File: config.mk
export PLATFORM = sky130hd
export DESIGN_NAME = mul_div_unit_flat
export DESIGN_NICKNAME = d
export VERILOG_FILES = /design/src/rtl/mul_div_unit_if.sv /design/src/rtl/mul_div_unit.sv /design/src/flat_wrapper.sv
export SDC_FILE = /design/constraint.sdc
export NUM_CORES = 2
export LEC_CHECK = 0
export CORE_AREA = 8 8 416 418
export CTS_CLUSTER_SIZE = 24
export DETAILED_ROUTE_END_ITERATION = 8
export DIE_AREA = 0 0 424 426
export SLEW_MARGIN = 20
export SYNTH_ARGS = -nofsm -noshare
export SYNTH_HDL_FRONTEND = slang
export SYNTH_SLANG_ARGS = --single-unit
File: constraint.sdc
create_clock -name clk -period 9.5 [get_ports clk]
set_clock_uncertainty 0.2 [all_clocks]
set_input_delay 1.9 -clock clk [delete_from_list [all_inputs] [get_ports clk]]
set_output_delay 1.9 -clock clk [all_outputs]
set_load 0.02 [all_outputs]
File: src/rtl/mul_div_unit_if.sv
// Handshake bundle between the EX stage and the multiply/divide unit.
// The pipeline side is the master; the unit is the slave.
interface mul_div_unit_if;
  logic        start;
  logic [1:0]  op;
  logic        flush;
  logic [31:0] src_a;
  logic [31:0] src_b;
  logic        stall;
  logic        done;
  logic [63:0] result;

  modport master (
    output start, op, flush, src_a, src_b,
    input  stall, done, result
  );

  modport slave (
    input  start, op, flush, src_a, src_b,
    output stall, done, result
  );
endinterface

File: src/rtl/mul_div_unit.sv
// Multi-cycle MULT/MULTU/DIV/DIVU unit for EX; stalls the pipeline
// and emits {hi, lo} with a one-cycle write strobe for HI/LO.
module mul_div_unit #(
  parameter int DIV_ITERS = 32
) (
  input logic           clk,
  input logic           rst,
  mul_div_unit_if.slave bus
);

  localparam int CW = $clog2(DIV_ITERS + 1);
  localparam logic [CW-1:0] LAST = CW'(DIV_ITERS - 1);

  typedef enum logic [1:0] {
    IDLE, MUL, DIV, DONE
  } state_t;

  state_t state_q, state_d;

  logic [31:0]   a_q, b_q, dq_q;
  logic [32:0]   rem_q;
  logic [CW-1:0] cnt_q;
  logic          sign_q, sign_r;
  logic          done_q;
  logic [63:0]   result_q;

  logic        sgn, is_div, b_zero;
  logic [31:0] a_abs, b_abs;
  logic [32:0] rem_sh, rem_n;
  logic        ge;
  logic [31:0] dq_n, quo_f, rem_f;
  logic [63:0] prod, prod_f;

  always_comb begin
    sgn    = ~bus.op[0];
    is_div = bus.op[1];
    b_zero = bus.src_b == 32'h0;
    a_abs  = (sgn & bus.src_a[31]) ? -bus.src_a
                                   : bus.src_a;
    b_abs  = (sgn & bus.src_b[31]) ? -bus.src_b
                                   : bus.src_b;
  end

  // one restoring-division step, quotient bits shift in at the bottom
  always_comb begin
    rem_sh = {rem_q[31:0], dq_q[31]};
    ge     = rem_sh >= {1'b0, b_q};
    rem_n  = ge ? rem_sh - {1'b0, b_q} : rem_sh;
    dq_n   = {dq_q[30:0], ge};
    quo_f  = sign_q ? -dq_n : dq_n;
    rem_f  = sign_r ? -rem_n[31:0] : rem_n[31:0];
    prod   = 64'(a_q) * 64'(b_q);
    prod_f = sign_q ? -prod : prod;
  end

  always_ff @(posedge clk) begin
    if (rst) state_q <= IDLE;
    else     state_q <= state_d;
  end

  always_comb begin
    state_d = state_q;
    if (bus.flush) begin
      state_d = IDLE;
    end else begin
      unique case (state_q)
        IDLE: begin
          if (bus.start) begin
            if (!is_div)     state_d = MUL;
            else if (b_zero) state_d = DONE;
            else             state_d = DIV;
          end
        end
        MUL:  state_d = DONE;
        DIV:  if (cnt_q == LAST) state_d = DONE;
        DONE: state_d = IDLE;
        default: state_d = IDLE;
      endcase
    end
  end

  always_comb begin
    bus.stall  = 1'b0;
    bus.done   = done_q;
    bus.result = result_q;
    unique case (state_q)
      IDLE:    bus.stall = bus.start & ~bus.flush;
      MUL:     bus.stall = ~bus.flush;
      DIV:     bus.stall = ~bus.flush;
      default: bus.stall = 1'b0;
    endcase
  end

  always_ff @(posedge clk) begin
    if (rst) begin
      a_q      <= '0;
      b_q      <= '0;
      dq_q     <= '0;
      rem_q    <= '0;
      cnt_q    <= '0;
      sign_q   <= 1'b0;
      sign_r   <= 1'b0;
      done_q   <= 1'b0;
      result_q <= '0;
    end else if (bus.flush) begin
      done_q   <= 1'b0;
      result_q <= '0;
      cnt_q    <= '0;
    end else begin
      done_q <= 1'b0;
      unique case (state_q)
        IDLE: begin
          if (bus.start) begin
            a_q    <= a_abs;
            b_q    <= b_abs;
            dq_q   <= a_abs;
            rem_q  <= '0;
            cnt_q  <= '0;
            sign_q <= sgn & (bus.src_a[31] ^ bus.src_b[31]);
            sign_r <= sgn & bus.src_a[31];
            // divide by zero skips straight to the write-back
            if (is_div && b_zero) begin
              done_q   <= 1'b1;
              result_q <= {bus.src_a, 32'hFFFF_FFFF};
            end
          end
        end
        MUL: begin
          done_q   <= 1'b1;
          result_q <= prod_f;
        end
        DIV: begin
          rem_q <= rem_n;
          dq_q  <= dq_n;
          cnt_q <= cnt_q + 1'b1;
          if (cnt_q == LAST) begin
            done_q   <= 1'b1;
            result_q <= {rem_f, quo_f};
          end
        end
        default: ;
      endcase
    end
  end

endmodule

File: src/flat_wrapper.sv
// flat-port wrapper written by rule: the top's interface ports become plain ports
module mul_div_unit_flat 
#(
  parameter int DIV_ITERS = 32
)
  (clk, rst, bus_start, bus_op, bus_flush, bus_src_a, bus_src_b, bus_stall, bus_done, bus_result);
  mul_div_unit_if bus_i ();
  input logic clk;
  input logic rst;
  input wire logic [$bits(bus_i.start)-1:0] bus_start;
  input wire logic [$bits(bus_i.op)-1:0] bus_op;
  input wire logic [$bits(bus_i.flush)-1:0] bus_flush;
  input wire logic [$bits(bus_i.src_a)-1:0] bus_src_a;
  input wire logic [$bits(bus_i.src_b)-1:0] bus_src_b;
  output wire logic [$bits(bus_i.stall)-1:0] bus_stall;
  output wire logic [$bits(bus_i.done)-1:0] bus_done;
  output wire logic [$bits(bus_i.result)-1:0] bus_result;
  assign bus_i.start = bus_start;
  assign bus_i.op = bus_op;
  assign bus_i.flush = bus_flush;
  assign bus_i.src_a = bus_src_a;
  assign bus_i.src_b = bus_src_b;
  assign bus_stall = bus_i.stall;
  assign bus_done = bus_i.done;
  assign bus_result = bus_i.result;
  mul_div_unit #(.DIV_ITERS(DIV_ITERS)) u_core (.clk(clk), .rst(rst), .bus(bus_i));
endmodule
==> flow_summary.toml <==
[synthesis]
synth_warnings = 0
synthesis.nets = 7250
syn_area_sq_um = 49700
seq_area_frac_synth = 0.0818
postSynthCellCount = 5978
ys_types = 99
synth-main-ff-cell = "dfxtp_1"
async_flop_share = 0
synth_edf_count = 0
ys_ff_latch = 203
synth.avg_cell_area_sq_um = 8.31

[timing]
finalSetupViolCount = 0
fmax_mhz = 107
slew_viol_final = 0
max_slew_margin = 0.300
worst_slew_pin_slew_ns = 1.05
fin_crit_sh = 0.983
rsz0062_at_grt = "true"
setup-tns-final_ns = 0
hold_violations = 0
period_needed_ns = 9.33

[status]
status = "finished, final reports clean"

[critical_path]
cpPeakStageDelay_ns = 0.57
start_kind = "flop"
cpLargestDelayFamily = "adder cells"
cp_max_fo = 32
worstRegToRegCells = 32
timing.critical_path.mode_cell = "fa_1"
crit_arrival_ns = 9.65
cp_num_buf_inv = 10
crit_type = "flop to flop"
cp-end-kind = "flop"
worst-path-stages = 32
required_ns = 9.81
cp_slowest_cell = "fa_1"

[drt]
first_pass_iters = 5
vias_per_cell = 5.16
wl_per_cell_um = 21.1
ant_nets = 0
route.detailed.drc = 0
vias = 42505
drt_iter0_drc = 3442
routed_wl_mm = 174

[hold_path]
holdPathStages = 2
hold_path_class = "flop to flop"

[floorplanning]
start_util = 0.299
ioPinCount = 136
fp-row-count = 150
core_area_sq_um = 166000
die_y_um = 426
dieWidth_um = 424
die-area_sq_um = 181000

[layout]
n_fill_cell = 17529
area_growth_pct = 12.2
diodes = 0
final_cell_mix = "inv_1 (919), fa_1 (897), nand2_1 (763)"
fin_util = 0.335
nets = 7282
layout_commonest_cell = "inv_1"
drive_gt1_frac = 0.0693

[place]
hpwl_mm = 144
gp_congestion = 0.978
io_buffers = 135

[power_and_ir_drop]
switching_share = 0.505
peakVddDrop_v = 0.000127
comb_power_share = 0.661
power_switching_mw = 3.06
p_per_area_nw_per_um2 = 109
pwr-share-seq = 0.157
clock_power_share = 0.182
p_int_mw = 3.00
leakage_nw = 25.0

[cts]
cts_buffer_depth = 3
cts_buffers = 29
htreeDepth = 1
cts_sinks = 203
hold_buffers = 0
root_buffer = "clkbuf_16"
clock_latency_ns = 0.63
cts_tree = "yes"
clk_pin_slew_ns = 0.07

[grt]
grt_overflow = 0
grt_pass1_wl_mm = 272
antenna_found_initial = 4
grt_pass1_vias = 44876
grt_max_degree = 94
grt_usage = 0.191

[run]
cap_violations = 0
[metrics by stage]
step / power [mW] / hold WS (ns) / setup WS, ns / area, sq um / std cells
final: 6.06 / 0.264 / 0.165 / 55700 / 8237
after global routing: 6.48 / 0.282 / -0.0566 / 55700 / 8237
after CTS: 6.00 / 0.269 / 0.0116 / 55600 / 8235
after detailed placement: 4.84 / 0.254 / -0.146 / 54600 / 8181
after global placement: 4.84 / 0.248 / -0.145 / 54600 / 8181
after floorplan: 3.33 / 0.258 / 1.12 / 49700 / 5978
[synthesized netlist by cell type, drive strengths merged (26+ instances only)]
library cell | number | share of area
inv | 919 | 0.069
fa | 897 | 0.36
nand2 | 764 | 0.058
and2 | 611 | 0.077
clkbuf | 335 | 0.025
ha | 305 | 0.077
nor2 | 270 | 0.020
a21oi | 257 | 0.026
o21ai | 249 | 0.025
dfxtp | 203 | 0.082
xnor2 | 157 | 0.028
a211oi | 90 | 0.014
nor3 | 68 | 0.0068
xor2 | 67 | 0.012
o31ai | 50 | 0.0079
a221oi | 49 | 0.0092
buf | 49 | 0.0052
nand3 | 47 | 0.0048
nand4 | 46 | 0.0058
or3 | 45 | 0.0058
nor4 | 44 | 0.0060
a21o | 39 | 0.0059
nand2b | 28 | 0.0035
o211ai | 26 | 0.0040
or2 | 26 | 0.0033
[cells by family after synthesis]
| logic type | synth area share |
|---|---|
| and+or+nand+nor | 0.206 |
| AOI/OAI and AO/OA | 0.130 |
| muxes | 0.00471 |
| xor gates and xnor gates | 0.0395 |
| adders and majority gates | 0.438 |
| DFF | 0.0818 |
| buffers and inverters | 0.100 |
[sequential cells by signal (all words and copies together) (netlist names)]
signal	cells
u_core.b_q	32
u_core.sign_r	1
u_core.a_q	32
u_core.cnt_q	6
u_core.sign_q	1
u_core.bus.done	1
u_core.state_q	2
u_core.rem_q	32
u_core.dq_q	32
u_core.bus.result	64
[worst paths after layout]
kind | start | endpoint | slack (ns)
worst max register to register | u_core.a_q[24] | u_core.bus.result[52] | 0.17
worst max-delay path | u_core.a_q[24] | u_core.bus.result[52] | 0.17
worst min register to register | u_core.bus.result[39] | u_core.bus.result[39] | 0.26
worst min-delay path | u_core.bus.result[39] | u_core.bus.result[39] | 0.26
[final cells by class]
class | count | area, sq um | area share
multi-input combinational | 4471 | 40900 | 0.733
clock buffer | 38 | 800 | 0.0143
timing repair buffer | 385 | 3670 | 0.0659
tap | 2204 | 2760 | 0.0495
inverter | 920 | 3450 | 0.0619
clock inverter | 16 | 126 | 0.00227
sequential | 203 | 4080 | 0.0732
[power groups by stage]
stage          logic (mW)  clock network (mW)  registers, mW
2_1_floorplan        2.38                   0          0.949
3_3_place_gp         3.88                   0          0.963
3_5_place_dp         3.88                   0          0.965
4_1_cts              3.93                1.12          0.946
5_1_grt              4.38                1.15          0.952
6_report             4.01                1.10          0.948
[tightest hold or removal path, stage by stage, from the launching register on]
cell     delay, ns
dfxtp_1       0.33
nand2_1       0.05
o21ai_0       0.05
[per-layer routing]
metal  vias to the layer above  global-route usage  share of wire  wire length [um]
met2                      1384               0.317           0.47             80800
met4                         2              0.0578          0.035              6130
met3                       255              0.0253          0.061             10600
met5                         -                   0       0.000069                12
li1                      19166                   -              -                 -
met1                     21698               0.258           0.44             76000
[what timing repair did]
item	4_1_cts	5_1_grt
pin swaps	0	5
gates resized for setup	5	49
buffers inserted	0	2
endpoints found under the setup margin	5	33
hold endpoints to repair	0	0
Note: power is estimated with default switching activity, not from simulation.
